`config.mk`:
```
export PLATFORM = sky130hd
export DESIGN_NAME = patch_matrix_scanner_flat
export DESIGN_NICKNAME = d
export VERILOG_FILES = /design/src/rtl/patch_matrix_scanner_if.sv /design/src/rtl/patch_matrix_scanner.sv /design/src/flat_wrapper.sv
export SDC_FILE = /design/constraint.sdc
export NUM_CORES = 1
export LEC_CHECK = 0
export CAP_MARGIN = 0
export CORE_MARGIN = 1.5
export CORE_UTILIZATION = 60
export CTS_CLUSTER_DIAMETER = 100
export DETAILED_ROUTE_END_ITERATION = 8
export PLACE_DENSITY = 0.8
export SYNTH_ARGS = -nofsm -noshare
export SYNTH_HDL_FRONTEND = slang
export SYNTH_SLANG_ARGS = --single-unit
```
`constraint.sdc`:
```
create_clock -name clk -period 4 [get_ports clk]
set_input_delay 0.4 -clock clk [delete_from_list [all_inputs] [get_ports clk]]
set_output_delay 0.4 -clock clk [all_outputs]
set_load 0.02 [all_outputs]
```
`src/rtl/patch_matrix_scanner_if.sv`:
```
// Pin-side and routing-side signals of the patch matrix scanner.
// The scanner drives through the master modport; its consumer takes the slave side.
interface patch_matrix_scanner_if #(
    parameter int NUM_SRC  = 6,
    parameter int NUM_SINK = 6
);
    localparam int SRC_W = $clog2(NUM_SRC + 1);

    logic [NUM_SINK-1:0]       sense;
    logic [NUM_SRC-1:0]        drive_low;
    logic [NUM_SINK*SRC_W-1:0] src;
    logic [NUM_SINK-1:0]       conflict;
    logic                      frame_done;
    logic                      changed;

    modport master (
        input  sense,
        output drive_low,
        output src,
        output conflict,
        output frame_done,
        output changed
    );

    modport slave (
        output sense,
        input  drive_low,
        input  src,
        input  conflict,
        input  frame_done,
        input  changed
    );
endinterface

```
`src/rtl/patch_matrix_scanner.sv`:
```
// Walks one open-drain source low at a time, samples every sink after a settle period,
// and publishes debounced per-sink source codes plus conflict flags once per frame.
module patch_matrix_scanner #(
    parameter int NUM_SRC       = 6,
    parameter int NUM_SINK      = 6,
    parameter int SETTLE_CYCLES = 16,
    parameter int STABLE_SCANS  = 3
) (
    input  logic                   clk,
    input  logic                   rst,
    patch_matrix_scanner_if.master bus
);
    localparam int SRC_W  = $clog2(NUM_SRC + 1);
    localparam int D_W    = (NUM_SRC > 1) ? $clog2(NUM_SRC) : 1;
    localparam int CNT_W  = (SETTLE_CYCLES > 1) ? $clog2(SETTLE_CYCLES) : 1;
    localparam int STAB_W = $clog2(STABLE_SCANS + 1);

    typedef enum logic [1:0] {
        S_DRIVE,
        S_RELEASE,
        S_COMMIT
    } state_t;

    state_t                                state_q, state_d;
    logic [D_W-1:0]                        d_q, d_d;
    logic [CNT_W-1:0]                      cnt_q, cnt_d;
    logic                                  run_q, run_d;
    logic [NUM_SINK-1:0]                   sync1_q, sync2_q;
    logic [NUM_SRC-1:0][NUM_SINK-1:0]      row_q, row_d;
    logic [NUM_SINK-1:0][SRC_W-1:0]        prev_q, prev_d;
    logic [NUM_SINK-1:0][STAB_W-1:0]       stab_q, stab_d;
    logic [NUM_SINK-1:0][SRC_W-1:0]        src_q, src_d;
    logic [NUM_SINK-1:0]                   conflict_q, conflict_d;
    logic                                  frame_done_q, frame_done_d;
    logic                                  changed_q, changed_d;
    logic [NUM_SRC-1:0]                    drive_low_q, drive_low_d;
    logic                                  commit_en;
    logic [SRC_W-1:0]                      cand_v;
    int                                    hits_v;

    always_comb begin
        state_d      = state_q;
        d_d          = d_q;
        cnt_d        = cnt_q;
        run_d        = 1'b1;
        row_d        = row_q;
        commit_en    = 1'b0;
        // The first edge out of reset only arms the scan, so row 0 is driven
        // for the full settle window starting at that edge.
        if (run_q) begin
            unique case (state_q)
                S_DRIVE: begin
                    if (cnt_q == CNT_W'(SETTLE_CYCLES - 1)) begin
                        row_d[d_q] = ~sync2_q;
                        state_d    = S_RELEASE;
                    end else begin
                        cnt_d = cnt_q + 1'b1;
                    end
                end
                S_RELEASE: begin
                    cnt_d = '0;
                    if (d_q == D_W'(NUM_SRC - 1)) begin
                        state_d   = S_COMMIT;
                        commit_en = 1'b1;
                    end else begin
                        d_d     = d_q + 1'b1;
                        state_d = S_DRIVE;
                    end
                end
                S_COMMIT: begin
                    state_d = S_DRIVE;
                    d_d     = '0;
                    cnt_d   = '0;
                end
                default: begin
                    state_d = S_DRIVE;
                    d_d     = '0;
                    cnt_d   = '0;
                end
            endcase
        end

        drive_low_d = '0;
        if (state_d == S_DRIVE) begin
            drive_low_d[d_d] = 1'b1;
        end
    end

    // Frame evaluation is registered on the edge entering COMMIT, so the
    // published results are visible for exactly the COMMIT cycle onward.
    always_comb begin
        prev_d       = prev_q;
        stab_d       = stab_q;
        src_d        = src_q;
        conflict_d   = conflict_q;
        frame_done_d = 1'b0;
        changed_d    = 1'b0;
        cand_v       = '0;
        hits_v       = 0;
        if (commit_en) begin
            frame_done_d = 1'b1;
            for (int k = 0; k < NUM_SINK; k++) begin
                cand_v = '0;
                hits_v = 0;
                for (int i = NUM_SRC - 1; i >= 0; i--) begin
                    if (row_q[i][k]) begin
                        cand_v = SRC_W'(i + 1);
                        hits_v = hits_v + 1;
                    end
                end
                conflict_d[k] = (hits_v > 1);
                if (cand_v == prev_q[k]) begin
                    if (stab_q[k] < STAB_W'(STABLE_SCANS)) begin
                        stab_d[k] = stab_q[k] + 1'b1;
                    end
                end else begin
                    stab_d[k] = STAB_W'(1);
                    prev_d[k] = cand_v;
                end
                if ((stab_d[k] == STAB_W'(STABLE_SCANS)) && (cand_v != src_q[k])) begin
                    src_d[k]  = cand_v;
                    changed_d = 1'b1;
                end
            end
        end
    end

    always_ff @(posedge clk or posedge rst) begin
        if (rst) begin
            state_q      <= S_DRIVE;
            d_q          <= '0;
            cnt_q        <= '0;
            run_q        <= 1'b0;
            sync1_q      <= '1;
            sync2_q      <= '1;
            row_q        <= '0;
            prev_q       <= '0;
            stab_q       <= '0;
            src_q        <= '0;
            conflict_q   <= '0;
            frame_done_q <= 1'b0;
            changed_q    <= 1'b0;
            drive_low_q  <= '0;
        end else begin
            state_q      <= state_d;
            d_q          <= d_d;
            cnt_q        <= cnt_d;
            run_q        <= run_d;
            sync1_q      <= bus.sense;
            sync2_q      <= sync1_q;
            row_q        <= row_d;
            prev_q       <= prev_d;
            stab_q       <= stab_d;
            src_q        <= src_d;
            conflict_q   <= conflict_d;
            frame_done_q <= frame_done_d;
            changed_q    <= changed_d;
            drive_low_q  <= drive_low_d;
        end
    end

    assign bus.drive_low  = drive_low_q;
    assign bus.src        = src_q;
    assign bus.conflict   = conflict_q;
    assign bus.frame_done = frame_done_q;
    assign bus.changed    = changed_q;
endmodule

```
`src/flat_wrapper.sv`:
```
// flat-port wrapper written by rule: the top's interface ports become plain ports
module patch_matrix_scanner_flat 
#(
    parameter int NUM_SRC       = 6,
    parameter int NUM_SINK      = 6,
    parameter int SETTLE_CYCLES = 16,
    parameter int STABLE_SCANS  = 3
)
  (clk, rst, bus_sense, bus_drive_low, bus_src, bus_conflict, bus_frame_done, bus_changed);
  patch_matrix_scanner_if #(.NUM_SRC(NUM_SRC), .NUM_SINK(NUM_SINK)) bus_i ();
  input  logic clk;
  input  logic rst;
  input wire logic [$bits(bus_i.sense)-1:0] bus_sense;
  output wire logic [$bits(bus_i.drive_low)-1:0] bus_drive_low;
  output wire logic [$bits(bus_i.src)-1:0] bus_src;
  output wire logic [$bits(bus_i.conflict)-1:0] bus_conflict;
  output wire logic [$bits(bus_i.frame_done)-1:0] bus_frame_done;
  output wire logic [$bits(bus_i.changed)-1:0] bus_changed;
  assign bus_i.sense = bus_sense;
  assign bus_drive_low = bus_i.drive_low;
  assign bus_src = bus_i.src;
  assign bus_conflict = bus_i.conflict;
  assign bus_frame_done = bus_i.frame_done;
  assign bus_changed = bus_i.changed;
  patch_matrix_scanner #(.NUM_SRC(NUM_SRC), .NUM_SINK(NUM_SINK), .SETTLE_CYCLES(SETTLE_CYCLES), .STABLE_SCANS(STABLE_SCANS)) u_core (.clk(clk), .rst(rst), .bus(bus_i));
endmodule
```
==> run_results.csv, run 1 <==
group,metric,value,unit
outcome,outcome,"finished clean",
power,p_clk_share,32.8,%
clock_network,cts-root-buf,"clkbuf_16",
power,swShare,35.0,%
critical_path,r2r_cells,11,
cells_and_area,nNetsFinal,807,
worst_hold_path,min_to,"u_core.sync2_q[4]",
power,vdd_ir_drop_max,0.000423,V
sta,hold_viol,0,
sta,finalSetupTns,0,ns
sta,rsz0062_at_grt,"no",
route,via_per_inst,5.75,
route,wl_met1,6280,µm
critical_path,path_class,"reg2reg",
global_route,grt_pass1_vias,5232,
cells_and_area,final_cell_mix,"dfrtp_1, nand2_1, a21oi_1",
placed_design,routabilityCongestion,0.816,
floorplanning,die_h,111,µm
sta,finalSetupViolCount,0,
worst_hold_path,holdPathStages,0,
cells_and_area,fill_cells,818,
synth,ys_types,72,
clock_network,path_clk_slew,0.05,ns
synth,synthArstFlopShare,100,%
power,internal_power,2840,µW
clock_network,htree_levels,4,
clock_network,clk_path_buf_depth,2,
route,wire_per_inst,15.9,µm
global_route,gr-total-overflow,0,
cells_and_area,layoutNonFillerInstCount,909,
critical_path,r2r_start,"u_core.row_q[29]",
route,dr.pass1.iters,6,
synth,synth_cells,726,
route,postRouteAntennaNets,0,
sta,drv_slew,0,
floorplanning,row_count,39,
critical_path,crit_arrival,3.48,ns
power,p_switching,1530,µW
sta,fin_crit_sh,79.6,%
sta,relSlewSlack,40.8,%
floorplanning,start_util,61.4,%
placed_design,port_buffers,39,
critical_path,reg2reg_setup_slack,0.82,ns
clock_network,cts_tree,"yes",
floorplanning,pin_count,40,
synth,yosys_warnings,0,
route,wl_met2,7210,µm
worst_hold_path,min-delay-path-class,"reg2reg",
power,p_leak,0.00372,µW
clock_network,cts-resized-gates,0,
power,power_density,548,nW/µm²
critical_path,cp_max_fo,5,
critical_path,end_kind,"flip-flop",
critical_path,critPathRequiredTime,4.30,ns
synth,yosysSeqAreaShare,43.2,%
cells_and_area,drive_gt1_share,11.5,%
floorplanning,die_w,111,µm
cells_and_area,multi_input_area,3620,µm²
placed_design,dp_cells,878,
synth,synth-seq-cells,120,
clock_network,numCtsBuffers,17,
global_route,grt_max_degree,66,
cells_and_area,diodes,0,
synth,syn_area,6980,µm²
synth,avgSynthCellArea,9.62,µm²
placed_design,hpwl,9860,µm
cells_and_area,layout_commonest_cell,"dfrtp_1",
worst_hold_path,hold_path.startpoint,"u_core.sync1_q[4]",
cells_and_area,seqCellArea,3020,µm²
cells_and_area,synthToLayoutAreaGrowth,14.5,%
clock_network,clkLatencyLatePin,0.42,ns
sta,holdWs,0.348,ns
clock_network,clkSinkCount,120,
sta,period_minus_slack,3.18,ns
global_route,grt_pass1_wl,24400,µm
clock_network,post_cts_buffers,0,
route,vias,5226,
synth,synth-edff-count,0,
floorplanning,core,11400,µm²
global_route,grt_usage,24.9,%
sta,worst_pin_slew,0.876,ns
floorplanning,dieArea,12300,µm²
synth,synth_flop_cell,"dfrtp_1",
sta,skew,0.00716,ns
synth,synthesis.nets,779,
power,pwr-share-comb,28.9,%
power,power_frac_seq,38.3,%
clock_network,cts_hold_buffers,0,
route,topRoutingLayerUsed,"met4",
critical_path,r2r-end,"u_core.bus.conflict[5]",
route,drt_iter0_drc,334,
critical_path,start_kind,"flip-flop",
route,wl_met3,643,µm
route,drcViolationCount,0,
global_route,antenna_found_initial,0,
route,wirelength,14500,µm
sta,fmax,314,MHz
run,cap_violations,0,
==> worst max-delay path by stage <==
stage                          start                      to  slack (ns)
finish              u_core.row_q[29]  u_core.bus.conflict[5]        0.82
global route        u_core.row_q[24]  u_core.bus.conflict[0]        0.63
CTS                 u_core.row_q[29]  u_core.bus.conflict[5]        0.83
detailed placement  u_core.row_q[29]  u_core.bus.conflict[5]        0.85
global placement    u_core.row_q[29]  u_core.bus.conflict[5]        1.01
floorplan                        rst      u_core.bus.changed        0.43
==> cell usage after synthesis, types with 9 or more instances <==
cell type	number	area, µm²
a21oi_1	55	275
inv_1	41	154
nor3_1	9	45.0
dfstp_2	12	315
o21ai_0	44	220
mux2i_1	16	160
dfrtp_1	108	2700
nand3_1	12	60.1
a31oi_1	12	75.1
xor2_1	32	280
nand2b_1	16	100
clkbuf_1	19	71.3
xnor2_1	33	289
mux2_2	11	124
nor2_1	50	188
nand2_1	101	379
ha_1	45	563
==> cells by family after synthesis <==
kind of cell	count (synthesis)	share of synthesized area [%]
xor+xnor	65	8.15
simple gates	226	15.2
flops	120	43.2
fa+ha+maj	45	8.06
compound gates	157	15.3
other cells	1	0.0537
buf+inv	80	4.96
mux	32	5.09
==> routing by layer <==
layer / track usage [%] / up-vias
met5: 0 / -
met4: 9.32 / 0
met3: 6.51 / 35
met2: 42.9 / 132
met1: 30.0 / 2536
li1: - / 2523
==> power by group through the flow <==
| stage | logic, µW | clock network (µW) | registers [µW] |
|---|---|---|---|
| after CTS | 1270 | 1460 | 1670 |
| after global routing | 1420 | 1500 | 1710 |
| after global placement | 1190 | 0 | 1670 |
| after detailed placement | 1250 | 0 | 1690 |
| after floorplan | 1140 | 0 | 1540 |
| final | 1270 | 1440 | 1680 |
==> state kept, by name (all words and copies together), names as in the netlist <==
register and count:
u_core.cnt_q 4, u_core.prev_q 18, u_core.bus.src 18, u_core.bus.frame_done 1, u_core.run_q 1, u_core.sync2_q 6
u_core.bus.changed 1, u_core.sync1_q 6, u_core.stab_q 12, u_core.d_q 3, u_core.bus.drive_low 6, u_core.row_q 36
u_core.bus.conflict 6, u_core.state_q 2
==> metrics by stage <==
step / power, µW / worst slack (ns) / utilization (%) / instance area [µm²]
finish: 4380 / 0.817 / 70.3 / 7990
global route: 4640 / 0.633 / 70.3 / 7990
CTS: 4400 / 0.831 / 70.3 / 7990
detailed placement: 2940 / 0.851 / 65.4 / 7430
global placement: 2860 / 1.01 / 65.4 / 7430
floorplan: 2680 / 0.434 / - / 6980
==> final cells by class <==
class	count	area share [%]
Clock buffer	23	6.11
Clock inverter	8	0.892
Inverter	45	2.14
Multi-Input combinational cell	526	45.3
Sequential cell	120	37.8
Tap cell	143	2.24
Timing Repair Buffer	44	5.51
==> worst max-delay path, cell delays in order (launching register included) <==
cell	delay (ns)
dfrtp_1	0.46
inv_1	0.12
ha_1	0.38
xnor2_1	0.19
xor2_1	0.28
inv_1	0.10
ha_1	0.30
mux2_2	0.28
ha_1	0.30
o21ai_0	0.20
a21oi_1	0.12
o32a_1	0.34
No activity file was read; power rests on OpenSTA's default activity.
==> run 2, diff against run 1 <==
Settings changed: CORE_UTILIZATION 60 to 55, PLACE_DENSITY 0.8 to 0.77.
Clock period 4 ns to 2.8 ns, I/O delays scaled along.
==> run_results.csv, run 2 (same netlist as run 1, synthesis figures left out) <==
group,metric,value,unit
outcome,outcome,"complete, but fails checks",
outcome,violations,"setup timing",
global_route,globalRouteMet1Util,28.8,%
sta,setup_ws,-0.00674,ns
global_route,grt_max_degree,121,
critical_path,reg2reg_setup_slack,-0.007,ns
cells_and_area,layout_commonest_cell,"dfrtp_1",
route,vias,5390,
sta,fin_crit_sh,100,%
global_route,grt_pass1_vias,5470,
worst_hold_path,holdPathStages,1,
cells_and_area,multi_input_area,3830,µm²
clock_network,clkLatencyLatePin,0.42,ns
sta,worst_pin_slew,0.715,ns
floorplanning,die_w,116,µm
critical_path,path_class,"reg2reg",
placed_design,routabilityCongestion,0.842,
placed_design,port_buffers,39,
cells_and_area,diodes,0,
worst_hold_path,hold_path.startpoint,"bus_sense[5]",
cells_and_area,largest_reg_flops,36,
clock_network,htree_levels,4,
cells_and_area,fill_cells,905,
cells_and_area,synthToLayoutAreaGrowth,21.8,%
route,drcViolationCount,0,
floorplanning,die_h,116,µm
global_route,gr-total-overflow,0,
sta,rsz0062_at_grt,"yes",
global_route,antenna_found_initial,0,
route,postRouteAntennaNets,0,
sta,drv_slew,0,
cells_and_area,drive_gt1_share,19.0,%
sta,relSlewSlack,51.9,%
clock_network,cts-root-buf,"clkbuf_16",
cells_and_area,seqCellArea,3020,µm²
placed_design,placedInstanceArea,7560,µm²
critical_path,crit_start,"u_core.row_q[24]",
floorplanning,start_util,57.2,%
power,power_density,793,nW/µm²
global_route,top_usage_layer,"met2",
global_route,use_met3,5.75,%
floorplanning,row_count,40,
route,wirelength,15500,µm
floorplanning,pin_count,40,
route,via_per_inst,5.60,
global_route,grt_usage,24.5,%
cells_and_area,nNetsFinal,834,
cells_and_area,final_area,8500,µm²
route,drt_iter0_drc,386,
global_route,grtUsageMet2,43.2,%
placed_design,hpwl,9970,µm
run,cap_violations,0,
critical_path,start_kind,"flip-flop",
clock_network,clk_path_buf_depth,2,
worst_hold_path,min-delay-path-class,"in2reg",
critical_path,r2r_cells,15,
worst_hold_path,min_to,"u_core.sync1_q[5]",
sta,hold_viol,0,
power,p_leak,0.00391,µW
placed_design,place_ws,-0.172,ns
route,wire_per_inst,16.1,µm
sta,finalSetupViolCount,1,
clock_network,path_clk_slew,0.05,ns
cells_and_area,largest_register,"u_core.row_q",
sta,period_minus_slack,2.81,ns
route,dr.pass1.iters,5,
critical_path,critPathRequiredTime,3.10,ns
cells_and_area,final_cell_mix,"dfrtp_1, nand2_1, a21oi_1, nor2_1, o21ai_0",
sta,fmax,356,MHz
clock_network,cts_tree,"yes",
clock_network,numCtsBuffers,17,
sta,skew,0.0101,ns
critical_path,crit_arrival,3.11,ns
critical_path,cp_max_fo,5,
floorplanning,core,12200,µm²
global_route,grt_pass1_wl,25500,µm
floorplanning,dieArea,13400,µm²
critical_path,r2r_start,"u_core.row_q[24]",
critical_path,r2r-end,"u_core.bus.conflict[0]",
critical_path,end_kind,"flip-flop",
clock_network,clkSinkCount,120,
power,vdd_ir_drop_max,0.000531,V
[run 2: worst max-delay path by stage]
| stage | endpoint | slack, ns |
|---|---|---|
| 6_report | u_core.bus.conflict[0] | -0.007 |
| 3_3_place_gp | u_core.bus.conflict[0] | 0.02 |
| 3_5_place_dp | u_core.bus.conflict[5] | -0.17 |
| 4_1_cts | u_core.bus.conflict[0] | 0.01 |
| 2_1_floorplan | u_core.bus.conflict[0] | 0.005 |
| 5_1_grt | u_core.bus.conflict[0] | -0.11 |
[run 2: metrics by stage]
step                utilization [%]  TNS (ns)  power, µW  cells  hold slack (ns)
CTS                            67.7         0       6620    949            0.253
finish                         69.6  -0.00674       6750    962            0.264
global route                   69.6    -0.180       7130    962            0.265
global placement               61.9         0       4120    912            0.345
detailed placement             61.9    -0.292       4250    912            0.347
floorplan                         -         0       3830    726            0.284
[run 2: routing by layer]
layer	wire (µm)	up-vias	share of wire (%)
met5	0	-	0
met4	275	0	1.8
met3	480	28	3.1
met2	8120	119	52
met1	6590	2659	43
li1	-	2584	-
[run 2: critical path: stages (launching register included)]
cell	delay (ns)
dfrtp_1	0.42
inv_2	0.09
ha_1	0.20
mux2i_1	0.17
xnor2_1	0.12
a21oi_2	0.21
inv_2	0.07
ha_4	0.27
nand2_4	0.05
nand2_4	0.09
ha_4	0.15
nand2_4	0.06
or3_4	0.41
o21ai_2	0.07
a21oi_2	0.04
o32a_1	0.29
[run 2: area by class of cell]
class	instances	area share, %
sequential	120	35.5
clock buffer	22	5.46
clock inverter	10	1.77
multi-input combinational	526	45.0
tap	168	2.47
inverter	45	2.03
timing repair buffer	71	7.71
[run 2: repair_timing]
action,in CTS,in global routing
hold buffers,0,0
buffers inserted,5,13
resized for setup,13,31
pin swaps,2,15
setup endpoints to repair,3,6
[run 2: power by group]
part	leakage (µW)	switching, µW	internal [µW]	total, µW
Clock	0.000307	755	1520	2280
Sequential	0.00160	440	1970	2410
Combinational	0.00200	1110	945	2060
==> run 3, diff against run 2 <==
Settings changed: CORE_ASPECT_RATIO set to 0.8, CORE_MARGIN 1.5 to 2.
==> run_results.csv, run 3 (same netlist as run 1, synthesis figures left out) <==
group,metric,value,unit
clock_network,path_clk_slew,0.06,ns
clock_network,cts_hold_buffers,0,
sta,skew,0.0147,ns
placed_design,place_ws,-0.0983,ns
route,wirelength,16700,µm
power,vdd_ir_drop_max,0.000529,V
critical_path,r2r_start,"u_core.row_q[30]",
cells_and_area,layout_commonest_cell,"dfrtp_1",
outcome,outcome,"complete, but fails checks",
placed_design,hpwl,10300,µm
outcome,violations,"setup timing",
cells_and_area,multi_input_area,3850,µm²
sta,relSlewSlack,55.5,%
sta,period_minus_slack,2.93,ns
cells_and_area,drive_gt1_share,20.6,%
worst_hold_path,min-delay-path-class,"in2async",
sta,worst_pin_slew,0.667,ns
clock_network,clkLatencyLatePin,0.43,ns
route,dr.pass1.iters,5,
cells_and_area,largest_reg_flops,36,
global_route,antenna_found_initial,0,
sta,hold_viol,0,
sta,fin_crit_sh,105,%
power,power_density,829,nW/µm²
cells_and_area,seqCellArea,3020,µm²
run,cap_violations,0,
floorplanning,start_util,56.8,%
critical_path,crit_arrival,3.22,ns
critical_path,path_class,"reg2reg",
critical_path,critPathTopFamily,"adder cells",
cells_and_area,nNetsFinal,846,
sta,finalSetupViolCount,1,
cells_and_area,synthToLayoutAreaGrowth,25.0,%
critical_path,critPathRequiredTime,3.10,ns
route,postRouteAntennaNets,0,
route,vias,5549,
power,p_leak,0.00401,µW
critical_path,start_kind,"flip-flop",
route,wire_per_inst,17.1,µm
critical_path,critPathBufInv,2,
floorplanning,die_h,105,µm
cells_and_area,largest_register,"u_core.row_q",
cells_and_area,finish.utilization,71.0,%
route,drcViolationCount,0,
sta,fmax,342,MHz
route,drt_iter0_drc,401,
floorplanning,core,12300,µm²
global_route,gr-total-overflow,0,
cells_and_area,diodes,0,
clock_network,cts-root-buf,"clkbuf_16",
clock_network,clkSinkCount,120,
floorplanning,die_w,130,µm
cells_and_area,fill_cells,840,
clock_network,htree_levels,4,
global_route,grt_max_degree,60,
sta,finalSetupTns,-0.127,ns
placed_design,routabilityCongestion,0.847,
critical_path,max_stage_delay,0.40,ns
critical_path,crit_start,"u_core.row_q[30]",
global_route,grt_usage,24.9,%
route,via_per_inst,5.68,
sta,rsz0062_at_grt,"yes",
clock_network,numCtsBuffers,17,
global_route,grt_pass1_wl,26600,µm
critical_path,cp_max_fo,5,
critical_path,crit_path_top_delay_cell,"dfrtp_1",
critical_path,crit_path_cell_trace,"inv_1, ha_4, xnor2_1, xor2_1, inv_1, ha_4, nand2_4, nand2_4, ha_4, nand2_4, or3_1, o21ai_1, a21oi_1, o32a_1",
clock_network,cts_tree,"yes",
cells_and_area,final_cell_mix,"dfrtp_1, nand2_1, a21oi_1",
sta,setup_ws,-0.127,ns
critical_path,end_kind,"flip-flop",
floorplanning,row_count,36,
global_route,grt_pass1_vias,5566,
sta,drv_slew,0,
floorplanning,pin_count,40,
clock_network,clk_path_buf_depth,2,
placed_design,port_buffers,39,
floorplanning,dieArea,13600,µm²
[run 3: through the flow]
step / instances / cell area [µm²] / power, µW / hold WS [ns]
floorplan: 726 / 7000 / 3830 / 0.284
global placement: 918 / 7580 / 4130 / 0.346
detailed placement: 918 / 7580 / 4260 / 0.347
CTS: 955 / 8390 / 7020 / 0.263
global route: 977 / 8730 / 7610 / 0.251
finish: 977 / 8730 / 7230 / 0.254
[run 3: worst paths after layout]
path	end	slack (ns)	depth (start not counted)
setup / recovery	u_core.bus.conflict[0]	-0.13	14
hold / removal	u_core.row_q[30]	0.25	2
setup reg to reg	u_core.bus.conflict[0]	-0.13	14
hold reg to reg	u_core.sync2_q[2]	0.35	0
max in group asynchronous	u_core.sync1_q[1]	1.81	3
min in group clk	u_core.sync1_q[5]	0.26	1
[run 3: where the power goes]
group / switching [µW] / internal (µW) / total [µW]
Sequential: 457 / 1970 / 2420
Clock: 852 / 1820 / 2670
Combinational: 1160 / 981 / 2140
Total: 2470 / 4770 / 7230
[run 3: final cells by class]
cell class              instances  share of cell area, %
clock buffers                  19                   5.19
clock inverters                13                   3.00
inverters                      45                   1.98
multi-input cells             526                   44.1
flip-flops and latches        120                   34.6
well taps                     171                   2.45
repair buffers                 83                   8.67
[run 3: metal layers]
metal | GRT usage, % | up-vias | routed length (µm)
li1 | - | 2609 | -
met1 | 31.3 | 2735 | 7210
met2 | 42.6 | 166 | 8420
met3 | 5.58 | 39 | 734
met4 | 7.76 | 0 | 329
met5 | 0 | - | 0
[run 3: timing repair]
action,4_1_cts,5_1_grt
buffers inserted,5,22
setup endpoints to repair,4,6
gates resized for setup,9,38
gates cloned,0,0
pin swaps,2,16
==> RTL edit: new RTL, flow settings as in run 2 <==
`NUM_SINK` is set to 6 in 3 places; all go to 12.
--- a/src/rtl/patch_matrix_scanner_if.sv
+++ b/src/rtl/patch_matrix_scanner_if.sv
@@ -4,3 +4,3 @@
     parameter int NUM_SRC  = 6,
-    parameter int NUM_SINK = 6
+    parameter int NUM_SINK = 12
 );
--- a/src/rtl/patch_matrix_scanner.sv
+++ b/src/rtl/patch_matrix_scanner.sv
@@ -4,3 +4,3 @@
     parameter int NUM_SRC       = 6,
-    parameter int NUM_SINK      = 6,
+    parameter int NUM_SINK      = 12,
     parameter int SETTLE_CYCLES = 16,
--- a/src/flat_wrapper.sv
+++ b/src/flat_wrapper.sv
@@ -4,3 +4,3 @@
     parameter int NUM_SRC       = 6,
-    parameter int NUM_SINK      = 6,
+    parameter int NUM_SINK      = 12,
     parameter int SETTLE_CYCLES = 16,
Interface: changed (resized bus_conflict, bus_sense and bus_src); port bits go from 40 to 70. No check against the original RTL was run, so the function may have changed too.
==> RTL edit against run 2 <==
The run still ends with setup timing left; synthesized area increased by 82%; sequential power increased by 82%; critical path type unchanged; wire length increased by 100%; first-iteration DRC count increased by 45%; largest power group is now combinational logic; clock skew increased by 2.3 ps; sequential cell count increased by 102; design area increased by 93%; fmax decreased by 4.1%; power increased by 94%; critical path depth decreased by 1; worst setup slack got worse by 120 ps.
==> RTL edit: results (changes against run 2) <==
Via count -> 10200 (+89%)
Worst EP arrival -> 3320 ps (+210 ps)
Pleak -> 0.00760 uW (+95%)
Final setup viols -> 4 (+3)
Delay of the slowest critical-path stage -> 390 ps (-30 ps)
Violated checks -> setup timing
Cell Area, Placed -> 0.0143 mm^2 (+90%)
Drt pass-1 iters -> 8 (+3)
Number of global-route vias before repair -> 9919 (+81%)
Commonest cells post-synth -> dfrtp_1 (198), nand2_1 (193), nor2_1 (120)
Least-Margin Pin Slew -> 823 ps (+108 ps)
Syn_nets -> 1439 (+85%)
Top_reg_cell synth -> dfrtp_1
Sequential-to-total area share from yosys stat -> 44.0% (+0.73 points)
WL met1 -> 13300 um (+100%)
Largest register FFs -> 72 (+100%)
Port Buffers -> 69 (+77%)
First-pass GRT wire length -> 47600 um (+87%)
Share of layout cells above drive strength 1 -> 27.5% (+8.5 points)
Final GP Congestion -> 0.822 (-2.4%)
Worst-Skew Late Latency -> 520 ps (+100 ps)
Setup TNS -> -293 ps (-286 ps)
Largest net degree at the start of global routing -> 148 (+22%)
TritonCTS buffer count -> 25 (+8)
Clock Skew -> 12.4 ps (+2.31 ps)
Max H-tree Level -> 1 (-3)
Post-Place Setup Slack -> -142 ps (+29.9 ps)
NumNets Final -> 1613 (+93%)
Wire per inst -> 17.1 um (+6.0%)
CTS Buffer Depth -> 3 (+1)
Met2 wire len -> 15300 um (+88%)
WL met3 -> 1370 um (+180%)
Worst vdd ir -> 467 uV (-12%)
Detailed-placement wirelength estimate -> 18700 um (+88%)
Largest cells by area after synthesis -> dfrtp_1 (39%), ha_1 (8.6%), nand2_1 (5.7%)
GRT Resource Usage Total -> 24.1% (-0.47 points)
Net Switching -> 4880 uW (+110%)
Setup ws final -> -127 ps (-120 ps)
Status -> finished with violations
Largest fanout on the critical path -> 3 (-2)
Initial DRC count -> 559 (+45%)
RTL edit: cell count changes after synthesis, moves of 41 or more:
cell,delta
nand2_1,+92
dfrtp_1,+90
nor2_1,+70
xor2_1,+45
ha_1,+42
inv_1,+41
RTL edit: routing by layer:
metal | track usage (%) | vias to the layer above
met3 | 2.90 | 79
met2 | 40.5 | 278
met5 | 0 | -
met4 | 8.38 | 0
met1 | 32.3 | 4993
li1 | - | 4823
RTL edit: layout make-up:
type,instances,area [um^2]
Fill cell,1463,6240
Clock buffer,34,719
Multi-Input combinational cell,965,7440
Clock inverter,11,109
Timing Repair Buffer,215,1870
Sequential cell,222,5590
Inverter,83,318
Tap cell,285,357
RTL edit: metrics by stage:
step	power [uW]	cells	hold WS, ps
finish	13100	1815	160
floorplan	7370	1338	284
CTS	12300	1797	146
global placement	8340	1708	346
detailed placement	8600	1708	347
global route	13900	1815	163
RTL edit: kinds of logic (layout without fill, tap and decap cells):
logic type | Yosys count | after routing | share of synthesized area (%)
buf+inv | 151 | 343 | 5.12
fa+ha+maj | 87 | 87 | 8.57
simple gates | 441 | 441 | 15.9
compound gates | 255 | 255 | 13.1
xor+xnor | 128 | 128 | 8.82
other cells | 1 | 1 | 0.0295
mux | 53 | 53 | 4.53
flops | 222 | 222 | 44.0
RTL edit: final timing paths:
check | to | from | slack (ps) | cells past startpoint
max in group asynchronous | u_core.stab_q[12] | rst | 1810 | 3
max | u_core.bus.conflict[3] | u_core.row_q[51] | -130 | 14
min | u_core.sync1_q[8] | bus_sense[8] | 160 | 1
max reg2reg | u_core.bus.conflict[3] | u_core.row_q[51] | -130 | 14
min in group asynchronous | u_core.bus.conflict[8] | rst | 250 | 3
min reg2reg | u_core.sync2_q[2] | u_core.sync1_q[2] | 350 | 0
RTL edit: power by group through the flow:
| stage | registers (uW) | logic (uW) | clock network (uW) |
|---|---|---|---|
| floorplan | 3950 | 3420 | 0 |
| global placement | 4300 | 4050 | 0 |
| detailed placement | 4330 | 4270 | 0 |
| CTS | 4290 | 4700 | 3330 |
| global route | 4450 | 5970 | 3450 |
| finish | 4380 | 5450 | 3290 |
RTL edit: what timing repair did:
action	CTS	global route
endpoints found under the hold margin	0	0
pin swaps	28	50
setup buffers	44	18
setup endpoints to repair	12	14
gates resized for setup	53	94
